==> config.mk <==
export PLATFORM = sky130hd
export DESIGN_NAME = seq_mult_acc
export DESIGN_NICKNAME = d
export VERILOG_FILES = /design/src/rtl/seq_mult_acc.sv
export SDC_FILE = /design/constraint.sdc
export NUM_CORES = 1
export LEC_CHECK = 0
export BUFFER_PORTS_ARGS = -buffer_cell sky130_fd_sc_hd__buf_2
export CELL_PAD_IN_SITES_DETAIL_PLACEMENT = 0
export CELL_PAD_IN_SITES_GLOBAL_PLACEMENT = 1
export CORE_ASPECT_RATIO = 1.4
export CORE_MARGIN = 3
export CORE_UTILIZATION = 42
export DETAILED_ROUTE_END_ITERATION = 16
export GPL_ROUTABILITY_DRIVEN = 0
export PLACE_DENSITY_LB_ADDON = 0.15
export SYNTH_ARGS = -nofsm -noshare
export SYNTH_HDL_FRONTEND = slang
export SYNTH_SLANG_ARGS = --single-unit
==> constraint.sdc <==
create_clock -name clk -period 3.3 [get_ports clk]
set_input_delay 0.66 -clock clk [delete_from_list [all_inputs] [get_ports clk]]
set_output_delay 0.66 -clock clk [all_outputs]
set_load 0.03 [all_outputs]
==> src/rtl/seq_mult_acc.sv <==
// Sequential shift-add multiply-accumulate: pout/ovf = a_in*b_in + c_in, 10 cycles of CALC.
// Optional macro SEQ_MULT_ACC_EARLY_EXIT_EN skips CALC when a captured operand is zero.
module seq_mult_acc (
  input  logic       clk,
  input  logic       sclr,
  input  logic [9:0] a_in,
  input  logic [9:0] b_in,
  input  logic [9:0] c_in,
  input  logic       start,
  output logic [9:0] pout,
  output logic       ovf,
  output logic       busy,
  output logic       valid
);

  typedef enum logic [1:0] {IDLE = 2'd0, LOAD = 2'd1, CALC = 2'd2, DONE = 2'd3} state_t;

  state_t      state_r, state_nx_s;
  logic [9:0]  a_r, a_nx_s;
  logic [9:0]  b_r, b_nx_s;
  logic [9:0]  c_r, c_nx_s;
  logic [19:0] acc_r, acc_nx_s;
  logic [19:0] mcand_r, mcand_nx_s;
  logic [9:0]  mplier_r, mplier_nx_s;
  logic [3:0]  cnt_r, cnt_nx_s;
  logic [9:0]  pout_r, pout_nx_s;
  logic        ovf_r, ovf_nx_s;
  logic        busy_r, busy_nx_s;
  logic        valid_r, valid_nx_s;
  logic [19:0] acc_sum_s;

  // Any bit above the 10-bit result field means the result does not fit.
  function automatic logic upper_nonzero(input logic [19:0] v);
    return |v[19:10];
  endfunction

  // Next-state, datapath and registered-output next values.
  always_comb begin
    state_nx_s  = state_r;
    a_nx_s      = a_r;
    b_nx_s      = b_r;
    c_nx_s      = c_r;
    acc_nx_s    = acc_r;
    mcand_nx_s  = mcand_r;
    mplier_nx_s = mplier_r;
    cnt_nx_s    = cnt_r;
    pout_nx_s   = pout_r;
    ovf_nx_s    = ovf_r;
    busy_nx_s   = 1'b0;
    valid_nx_s  = 1'b0;
    acc_sum_s   = acc_r;

    case (state_r)
      IDLE: begin
        if (start) begin
          state_nx_s = LOAD;
          a_nx_s     = a_in;
          b_nx_s     = b_in;
          c_nx_s     = c_in;
          busy_nx_s  = 1'b1;
        end else begin
          state_nx_s = IDLE;
        end
      end

      LOAD: begin
        acc_nx_s    = {10'd0, c_r};
        mcand_nx_s  = {10'd0, a_r};
        mplier_nx_s = b_r;
        cnt_nx_s    = 4'd0;
`ifdef SEQ_MULT_ACC_EARLY_EXIT_EN
        if ((a_r == 10'd0) || (b_r == 10'd0)) begin
          // Product is zero, so the result is just the addend.
          state_nx_s = DONE;
          pout_nx_s  = c_r;
          ovf_nx_s   = 1'b0;
          valid_nx_s = 1'b1;
        end else begin
          state_nx_s = CALC;
          busy_nx_s  = 1'b1;
        end
`else
        state_nx_s = CALC;
        busy_nx_s  = 1'b1;
`endif
      end

      CALC: begin
        if (mplier_r[0]) begin
          acc_sum_s = acc_r + mcand_r;
        end else begin
          acc_sum_s = acc_r;
        end
        acc_nx_s    = acc_sum_s;
        mcand_nx_s  = {mcand_r[18:0], 1'b0};
        mplier_nx_s = {1'b0, mplier_r[9:1]};
        cnt_nx_s    = cnt_r + 4'd1;
        // Outputs load from the final sum so valid and pout appear together in DONE.
        if (cnt_r == 4'd9) begin
          state_nx_s = DONE;
          pout_nx_s  = acc_sum_s[9:0];
          ovf_nx_s   = upper_nonzero(acc_sum_s);
          valid_nx_s = 1'b1;
        end else begin
          state_nx_s = CALC;
          busy_nx_s  = 1'b1;
        end
      end

      DONE: begin
        state_nx_s = IDLE;
      end

      default: begin
        state_nx_s = IDLE;
      end
    endcase
  end

  // State and datapath registers; sclr clears everything immediately.
  always_ff @(posedge clk or posedge sclr) begin
    if (sclr) begin
      state_r  <= IDLE;
      a_r      <= 10'd0;
      b_r      <= 10'd0;
      c_r      <= 10'd0;
      acc_r    <= 20'd0;
      mcand_r  <= 20'd0;
      mplier_r <= 10'd0;
      cnt_r    <= 4'd0;
      pout_r   <= 10'd0;
      ovf_r    <= 1'b0;
      busy_r   <= 1'b0;
      valid_r  <= 1'b0;
    end else begin
      state_r  <= state_nx_s;
      a_r      <= a_nx_s;
      b_r      <= b_nx_s;
      c_r      <= c_nx_s;
      acc_r    <= acc_nx_s;
      mcand_r  <= mcand_nx_s;
      mplier_r <= mplier_nx_s;
      cnt_r    <= cnt_nx_s;
      pout_r   <= pout_nx_s;
      ovf_r    <= ovf_nx_s;
      busy_r   <= busy_nx_s;
      valid_r  <= valid_nx_s;
    end
  end

  assign pout  = pout_r;
  assign ovf   = ovf_r;
  assign busy  = busy_r;
  assign valid = valid_r;

endmodule

==> results of run 1 <==
cells in the mapped netlist (10+ instances only):
cell type  count  area, um2
a21o_1        10       75.1
a21oi_1       42        210
clkbuf_1      24       90.1
dfrtp_1       99       2480
ha_1          26        325
inv_1         31        116
mux2_2        33        372
mux2i_1       30        300
nand2_1       38        143
nand3_1       16       80.1
nor2_1        40        150
o21ai_0       41        205
o22ai_1       14       87.6
xnor2_1       11       96.3
per-stage QoR:
step	instance area, um2	instances
2_1_floorplan	5250	525
3_3_place_gp	5610	692
3_5_place_dp	5610	692
4_1_cts	5870	707
5_1_grt	5870	707
6_report	5870	707
path summary, 6_finish.rpt:
kind | startpoint | end | slack, ns | depth (start not counted)
max reg2reg | acc_r[8] | acc_r[19] | 0.39 | 9
min reg2reg | pout[5] | pout[5] | 0.48 | 2
min in group clk | pout[5] | pout[5] | 0.48 | 2
max in group asynchronous | sclr | mcand_r[11] | 2.16 | 3
min | sclr | state_r[0] | 0.44 | 2
max | acc_r[8] | acc_r[19] | 0.39 | 9
cell usage in the layout (no fill, tap or decap), types with 11 or more instances in the layout:
master and n:
dfrtp_1 99, buf_2 45, a21oi_1 42, o21ai_0 41
nor2_1 40, nand2_1 38, mux2_2 33, inv_1 30
mux2i_1 30, ha_1 24, nand3_1 16, o22ai_1 14
xnor2_1 11
metal layers:
metal,wire (um),GRT usage [%]
met5,0,0
met4,163,5.96
met3,323,2.72
met2,6110,30.9
met1,5210,22.2
kinds of logic after synthesis:
| group | count (synthesis) | share of synthesized area [%] |
|---|---|---|
| AO/OA/AOI/OAI | 137 | 15.7 |
| XOR/XNOR | 15 | 2.50 |
| adder cells (fa/ha/maj) | 27 | 6.58 |
| buffers and inverters | 63 | 4.65 |
| flip-flops | 99 | 47.2 |
| multiplexers | 63 | 12.8 |
| AND/OR/NAND/NOR | 121 | 10.6 |
cell type report:
type	instances	area, um2	share of cell area [%]
flip-flops and latches	99	2480	42.2
inverters	31	119	2.02
repair buffers	52	290	4.94
multi-input cells	363	2530	43.2
clock inverters	6	41.3	0.703
clock buffers	9	225	3.84
well taps	147	184	3.13
power groups by stage:
| stage | logic [mW] | clock network, mW | registers, mW |
|---|---|---|---|
| after global placement | 3.24 | 0 | 2.07 |
| after global routing | 3.66 | 1.05 | 2.12 |
| final | 3.27 | 0.974 | 2.06 |
| after CTS | 3.30 | 1.00 | 2.06 |
| after floorplan | 2.52 | 0 | 2.03 |
| after detailed placement | 3.29 | 0 | 2.09 |
flip-flops by register name, summed over array words and instances (netlist names):
signal,cells
acc_r,20
mcand_r,20
a_r,10
b_r,10
c_r,10
mplier_r,10
pout,10
cnt_r,4
state_r,2
busy,1
ovf,1
valid,1
==> results.md, run 1 <==
- Total power: about 6.3 mW
- Sink Count: a little under 100
- Share of cells above drive strength 1: a little under a fifth
- Mean Syn Cell Area: between 10 and 15 um2
- Crit. End Element: flip-flop
- Mapped Cells: approximately 530
- Clk pwr share: about 16%
- Mapped cell area: between 5000 and 6000 um2
- P_sw: between 2 and 3 mW
- Final Critical Period: 2.91 ns
- Crit-path max FO: 8
- H-tree depth: 3
- Port buffer count: 45
- Period utilization: approximately nine tenths
- First-pass GRT wire length: slightly below 20000 um
- DIE AREA: 13900 um2
- Io pins: between 40 and 50
- Worst EP required: around 3.5 ns
- Layout area overhead: 11.8%
- Min-Delay Path Class: in -> async
- Total CTS buffers: 9
- Number of global-route vias before repair: roughly 3900
- Post-synth ARST share: 100%
- Hold Slack: about 0.44 ns
- Synth cell types: 50
- Final wirelength: around 12000 um
- Max Cap Viol: 0
- Final ANT Viol Nets: 0
- Pint: 3.57 mW
- Vias: 3836
- Clock Skews: between 0.008 and 0.009 ns
- Sequential Power Share: around a third
- RSZ-0062 raised after global routing: no
- Synth Net Count: 585
- Initial Util: 43.8%
- Final design utilization: 48.9%
- Endpoints failing hold: 0
- Highest clock rate: about 0.34 GHz
- Post_cts resized: 0
- Switching Share: between 40% and 50%
- Clock Latency Late Sink: ~0.35 ns
- Clock transition at the registers of the reported paths: 0.07 ns
- Synth warn: 0
- Sequential area share after synthesis: 47.2%
- Logic pwr share: about half
- Die width: 101 um
- Global route overflow: 0
- Via density: 5.43
- Pre-CTS WS: slightly above 0.4 ns
- CTS Buffer Depth: 2
- Avg WL per Cell: between 15 and 20 um
- Cell chain of the critical path: ha_1, a21oi_2, o22ai_1, or4_1, o21a_1, a221oi_2, mux2i_1, mux2i_1, o22ai_1
- Initial antenna violation count: 0
- Iteration-0 DRC Markers: around 180
- Post-CTS setup buffer count: 0
- Post-synth EDFFs: 0
- Cell family contributing the most delay on the critical path: compound AO/OA/AOI/OAI gates
- Worst EP arrival: between 3 and 4 ns
- Final setup margin: between 0.3 and 0.4 ns
- Setup_tns: 0 ns
- Slowest cell delay on critical path: around 0.51 ns
- Die Y: about 140 um
- Leak pwr: 2.72 nW
- Nets: 616
- Clk Tree Root Cell: clkbuf_16
- Ant diodes: 0
- Top_reg_cell synth: dfrtp_1
- Pwr Density: 1070 nW/um2
- Max Transition Viols Final: 0
- DRT Pass-1 Iters: 4
- Synthesized flop and latch total: between 90 and 100
- Total GRT Usage: roughly 18%
- CTS tree: yes
- Core area: ~12000 um2
- Critical-path top delay cell: or4_1
- WP buf/inv: 0
- Status: finished, final reports clean
- Max-slew headroom: 45.7%
- Post-DP HPWL: ~8600 um
- Setup CP Type: reg -> reg
- Fillcell total: between 1000 and 1500
- Least-Margin Pin Slew: 0.807 ns
- Largest net degree at the start of global routing: 59
- Row cnt: 47
- CTS Hold Bufs: 0
- Final setup viols: 0
- Worst VDD drop: 0.000568 V
- # DRC: 0
- CP Launch Type: flip-flop
No activity file was read; power rests on OpenSTA's default activity.
==> inputs of run 2 (changes only) <==
--- a/config.mk
+++ b/config.mk
@@ -5,13 +5,13 @@
 export SDC_FILE = /design/constraint.sdc
 export NUM_CORES = 1
 export LEC_CHECK = 0
-export BUFFER_PORTS_ARGS = -buffer_cell sky130_fd_sc_hd__buf_2
 export CELL_PAD_IN_SITES_DETAIL_PLACEMENT = 0
 export CELL_PAD_IN_SITES_GLOBAL_PLACEMENT = 1
 export CORE_ASPECT_RATIO = 1.4
 export CORE_MARGIN = 3
-export CORE_UTILIZATION = 42
+export CORE_UTILIZATION = 45
 export DETAILED_ROUTE_END_ITERATION = 16
+export DONT_BUFFER_PORTS = 1
 export GPL_ROUTABILITY_DRIVEN = 0
 export PLACE_DENSITY_LB_ADDON = 0.15
 export SYNTH_ARGS = -nofsm -noshare
==> run 2 against run 1 <==
Non-clock buffer count fell by 47. First-iteration DRC count fell by 18%. Utilization rose by 0.86 points. Final cell count fell by 6.9%. Sequential cell count did not move.
==> results.md, run 2 (same netlist as run 1, synthesis figures left out) <==
- Status: finished, final reports clean
- Top sig layer: met4
- Vias: between 3000 and 4000
- Post-DP HPWL: 8110 um
- Highest clock rate: 0.343 GHz
- Post_cts resized: 0
- # DRC: 0
- Clock Latency Late Sink: between 0.3 and 0.4 ns
- Final setup margin: 0.382 ns
- Placed Cells: 642
- Layout area overhead: 8.08%
- CTS Buffer Depth: 2
- Total CTS buffers: 9
- Met2 WL: 6030 um
- Row cnt: 46
- Most frequent cells in the layout: 99 x dfrtp_1, 42 x a21oi_1, 41 x o21ai_0, 40 x nor2_1, 38 x nand2_1
- Total GRT Usage: 18.3%
- Met3 routed WL: 409 um
- Max Transition Viols Final: 0
- RSZ-0062 raised after global routing: no
- Crit. End Element: flip-flop
- Worst EP required: 3.51 ns
- Largest net degree at the start of global routing: 89
- Crit. Startpoint: acc_r[8]
- Min-Delay Path Class: in -> async
- First-pass GRT wire length: slightly below 20000 um
- Worst VDD drop: between 0.0005 and 0.0006 V
- Clock transition at the registers of the reported paths: 0.08 ns
- Clock Skews: 0.0102 ns
- Number of global-route vias before repair: approximately 3800
- Setup crit end: acc_r[19]
- Nets: between 500 and 600
- Via density: around 5.7
- Die Y: approximately 130 um
- Avg WL per Cell: approximately 18 um
- CTS tree: yes
- Iteration-0 DRC Markers: approximately 140
- Core area: 11400 um2
- Setup_tns: 0 ns
- FF-to-FF setup slack: 0.38 ns
- Pre-CTS WS: ~0.4 ns
- DIE AREA: between 10000 and 15000 um2
- Leak pwr: ~2.5 nW
- Period utilization: between 80% and 90%
- Sink Count: 99
- Final setup viols: 0
- Final Critical Period: 2.92 ns
- Final wirelength: ~12000 um
- Global route overflow: 0
- Die width: roughly 97 um
- Io pins: between 40 and 50
- Pwr Density: 1120 nW/um2
- Reg2reg end: acc_r[19]
- Least-Margin Pin Slew: roughly 0.86 ns
- Post-CTS setup buffer count: 0
- Post-Route M1 WL: around 5000 um
- H-tree depth: 3
- DRT Pass-1 Iters: 4
- Fillcell total: around 1100
- Final ANT Viol Nets: 0
- Max-slew headroom: about 43%
- Ant diodes: 0
- Top Registers: acc_r (20), mcand_r (20)
- Max Cap Viol: 0
- Post-DP Area: between 5000 and 6000 um2
- Worst EP arrival: between 3 and 4 ns
- Commonest non-fill, non-tap cell in the layout: dfrtp_1
- Worst reg2reg startpoint: acc_r[8]
- CP Launch Type: flip-flop
- Final Cell Area: about 5700 um2
- Share of cells above drive strength 1: between 10% and 20%
- CTS Hold Bufs: 0
- Initial antenna violation count: 0
- Crit-path max FO: 8
- Clk Tree Root Cell: clkbuf_16
- R2R cell count: 9
- Finished Layout Cells: roughly 660
- Endpoints failing hold: 0
- Port buffer count: 0
- Setup CP Type: reg -> reg
- Initial Util: a little under half
==> run 2: cell count changes in the layout (fill, tap and decap cells not counted), sizes merged <==
cell,previous run,this run
buf,52,5
inv,32,33
bufinv,0,1
clkbuf,9,10
clkinv,2,3
clkinvlp,3,0
==> run 2: metal layers <==
layer  global-route usage, %  vias up
met2                    32.6       79
li1                        -     1833
met1                    22.4     1825
met4                    6.00        0
met3                    3.54       15
met5                       0        -
==> run 2: worst min path at each step <==
stage / from / end / slack (ns)
floorplan: a_r[0] / mcand_r[0] / 0.44
global placement: b_r[9] / mplier_r[9] / 0.46
detailed placement: cnt_r[3] / cnt_r[3] / 0.48
CTS: sclr / b_r[2] / 0.33
global route: sclr / b_r[2] / 0.35
finish: sclr / b_r[2] / 0.29
==> run 2: worst max-delay path: stages (launching register included) <==
cell and delay [ns]:
dfrtp_1 0.40, ha_1 0.42, a21oi_2 0.18, o22ai_1 0.11
or4_1 0.50, o21a_1 0.23, a221oi_2 0.27, mux2i_1 0.34
mux2i_1 0.23, o22ai_1 0.09
==> run 2: final cells by class <==
| class | instances | area, um2 | share of cell area (%) |
|---|---|---|---|
| flip-flops and latches | 99 | 2480 | 43.7 |
| repair buffers | 5 | 62.6 | 1.10 |
| clock inverters | 6 | 72.6 | 1.28 |
| multi-input cells | 363 | 2530 | 44.7 |
| inverters | 31 | 119 | 2.09 |
| well taps | 144 | 180 | 3.17 |
| clock buffers | 10 | 229 | 4.03 |
==> run 2: power by group <==
part | internal [mW] | total, mW | switching (mW)
combinational | 1.31 | 3.12 | 1.82
clock | 0.598 | 1.09 | 0.489
sequential | 1.71 | 2.14 | 0.436
total | 3.61 | 6.35 | 2.74
==> run 2: stage by stage <==
stage               util (%)  total power [mW]  hold WS (ns)
CTS                     49.8              6.42         0.325
floorplan                  -              4.55         0.444
finish                  49.8              6.35         0.292
global route            49.8              6.89         0.348
detailed placement      47.2              5.31         0.477
global placement        47.2              5.25         0.463
==> inputs of run 3 (changes only) <==
--- a/config.mk
+++ b/config.mk
@@ -5,13 +5,13 @@
 export SDC_FILE = /design/constraint.sdc
 export NUM_CORES = 1
 export LEC_CHECK = 0
+export BUFFER_PORTS_ARGS = -buffer_cell sky130_fd_sc_hd__buf_2
 export CELL_PAD_IN_SITES_DETAIL_PLACEMENT = 0
 export CELL_PAD_IN_SITES_GLOBAL_PLACEMENT = 1
 export CORE_ASPECT_RATIO = 1.4
 export CORE_MARGIN = 3
-export CORE_UTILIZATION = 45
+export CORE_UTILIZATION = 44
 export DETAILED_ROUTE_END_ITERATION = 16
-export DONT_BUFFER_PORTS = 1
 export GPL_ROUTABILITY_DRIVEN = 0
 export PLACE_DENSITY_LB_ADDON = 0.15
 export SYNTH_ARGS = -nofsm -noshare
==> constraint.sdc (replaced) <==
create_clock -name clk -period 3.65 [get_ports clk]
set_input_delay 0.73 -clock clk [delete_from_list [all_inputs] [get_ports clk]]
set_output_delay 0.73 -clock clk [all_outputs]
set_load 0.03 [all_outputs]
==> run 3 against run 2 <==
Critical endpoint unchanged. Power fell by 9.2%. Routed wire length down 0.84%. Sequential share of layout area shrank 1.5 points. Hold slack improved by 0.18 ns. Highest routed layer unchanged.
==> results.md, run 3 (same netlist as run 1, synthesis figures left out) <==
- Crit-path max FO: 8
- Ant diodes: 0
- Final setup viols: 0
- RSZ-0062 raised after global routing: no
- Critical-path top delay cell: or4_1
- Row cnt: between 40 and 50
- Share of cells above drive strength 1: roughly a fifth
- Global route overflow: 0
- Fillcell total: 1089
- Top Registers: acc_r (20), mcand_r (20)
- Port buffer count: 45
- Switching Share: between 40% and 50%
- Core area: 11500 um2
- Period utilization: around four fifths
- Nets: approximately 600
- Logic pwr share: between 50% and 60%
- Finished Layout Cells: 703
- Initial antenna violation count: 0
- Slowest cell delay on critical path: about 0.50 ns
- Final ANT Viol Nets: 0
- Layout area overhead: 12.0%
- Sequential Power Share: 32.3%
- Status: finished, final reports clean
- Post_cts resized: 0
- Worst EP arrival: between 3 and 4 ns
- FF-to-FF setup slack: between 0.7 and 0.8 ns
- P_sw: 2.48 mW
- Avg WL per Cell: 16.4 um
- Clk Tree Root Cell: clkbuf_16
- Max-slew headroom: between 20 and 30%
- DIE AREA: around 13000 um2
- Final Cell Area: around 5900 um2
- Vias: a little under 4000
- CTS Buffer Depth: 2
- Pwr Density: between 900 and 1000 nW/um2
- Die width: 98.3 um
- Post-DP HPWL: ~8200 um
- DRT Pass-1 Iters: 4
- Die Y: 135 um
- Final design utilization: between 50% and 60%
- # DRC: 0
- Worst VDD drop: ~0.00043 V
- Final Critical Period: 2.86 ns
- CTS tree: yes
- Pint: approximately 3.3 mW
- H-tree depth: 3
- First-pass GRT wire length: approximately 20000 um
- Most frequent cells in the layout: 99 x dfrtp_1, 45 x buf_2, 42 x a21oi_1, 41 x o21ai_0, 40 x nor2_1
- Total CTS buffers: 9
- Worst EP required: 3.87 ns
- Commonest non-fill, non-tap cell in the layout: dfrtp_1
- Max Cap Viol: 0
- Iteration-0 DRC Markers: approximately 260
- CP Launch Type: flip-flop
- Cell chain of the critical path: ha_1, a21oi_2, o22ai_1, or4_1, o21a_1, a221oi_2, mux2i_1, mux2i_1, o22ai_1
- Clock transition at the registers of the reported paths: approximately 0.070 ns
- Leak pwr: around 2.7 nW
- Clock Skews: ~0.0094 ns
- Endpoints failing hold: 0
- CTS Hold Bufs: 0
- Crit. End Element: flip-flop
- Total GRT Usage: 18.2%
- Min-Delay Path Class: reg -> reg
- Least-Margin Pin Slew: around 1.1 ns
- Post-CTS setup buffer count: 0
- Post-DP Area: 5580 um2
- Io pins: 46
- Max Transition Viols Final: 0
- Initial Util: approximately 46%
- Final wirelength: between 10000 and 15000 um
- Hold Slack: roughly 0.48 ns
- Setup_tns: 0 ns
- Via density: ~5.5
- Number of global-route vias before repair: 3850
- Largest net degree at the start of global routing: 88
- Setup CP Type: reg -> reg
- Placed Cells: approximately 690
- Clock Latency Late Sink: ~0.34 ns
- Clk pwr share: ~17%
- Sink Count: 99
- Highest clock rate: 0.350 GHz
## run 3: cell types whose count changed in the layout (fill, tap and decap cells not counted), sizes merged
cell and delta:
inv +1, clkinv -3, buf +46, clkinvlp +2, clkbuf -1
## run 3: worst paths after layout
kind / start / to / cells after the start
worst min register to register: pout[5] / pout[5] / 2
min in group asynchronous: sclr / mplier_r[3] / 2
worst max register to register: acc_r[8] / acc_r[19] / 9
worst max-delay path: acc_r[8] / acc_r[19] / 9
max in group asynchronous: sclr / mcand_r[19] / 3
worst min-delay path: pout[5] / pout[5] / 2
## run 3: worst max-delay path: cells and delay by family (launching register included)
kind | cells | cell delay, ns
compound gates | 5 | 0.88
flops | 1 | 0.40
mux | 2 | 0.54
fa+ha+maj | 1 | 0.42
simple gates | 1 | 0.50
## run 3: stage by stage
step                      worst slack [ns]  power (mW)
after floorplan                      0.330        4.12
after global placement               0.833        4.76
after detailed placement             0.805        4.83
after CTS                            0.789        5.83
after global routing                 0.638        6.26
final                                0.793        5.77
## run 3: power by group through the flow
stage                     Combinational, mW  Sequential [mW]  Clock [mW]
after global routing                   3.29             1.92        1.05
after floorplan                        2.28             1.83           0
final                                  2.93             1.86       0.972
after CTS                              2.96             1.86        1.01
after detailed placement               2.94             1.88           0
after global placement                 2.90             1.86           0
## run 3: layer usage
metal	track usage, %	up-vias	share of wire (%)
met5	0	-	0
met4	5.92	0	1.6
met3	3.19	13	2.5
met2	31.2	59	51
met1	23.3	1874	45
li1	-	1918	-
## run 3: final cells by class
type / instances / area, um2 / area share [%]
repair buffers: 51 / 270 / 4.60
clock inverters: 6 / 73.8 / 1.26
flip-flops and latches: 99 / 2480 / 42.1
multi-input cells: 363 / 2530 / 43.1
inverters: 31 / 119 / 2.02
clock buffers: 9 / 225 / 3.83
well taps: 144 / 180 / 3.06
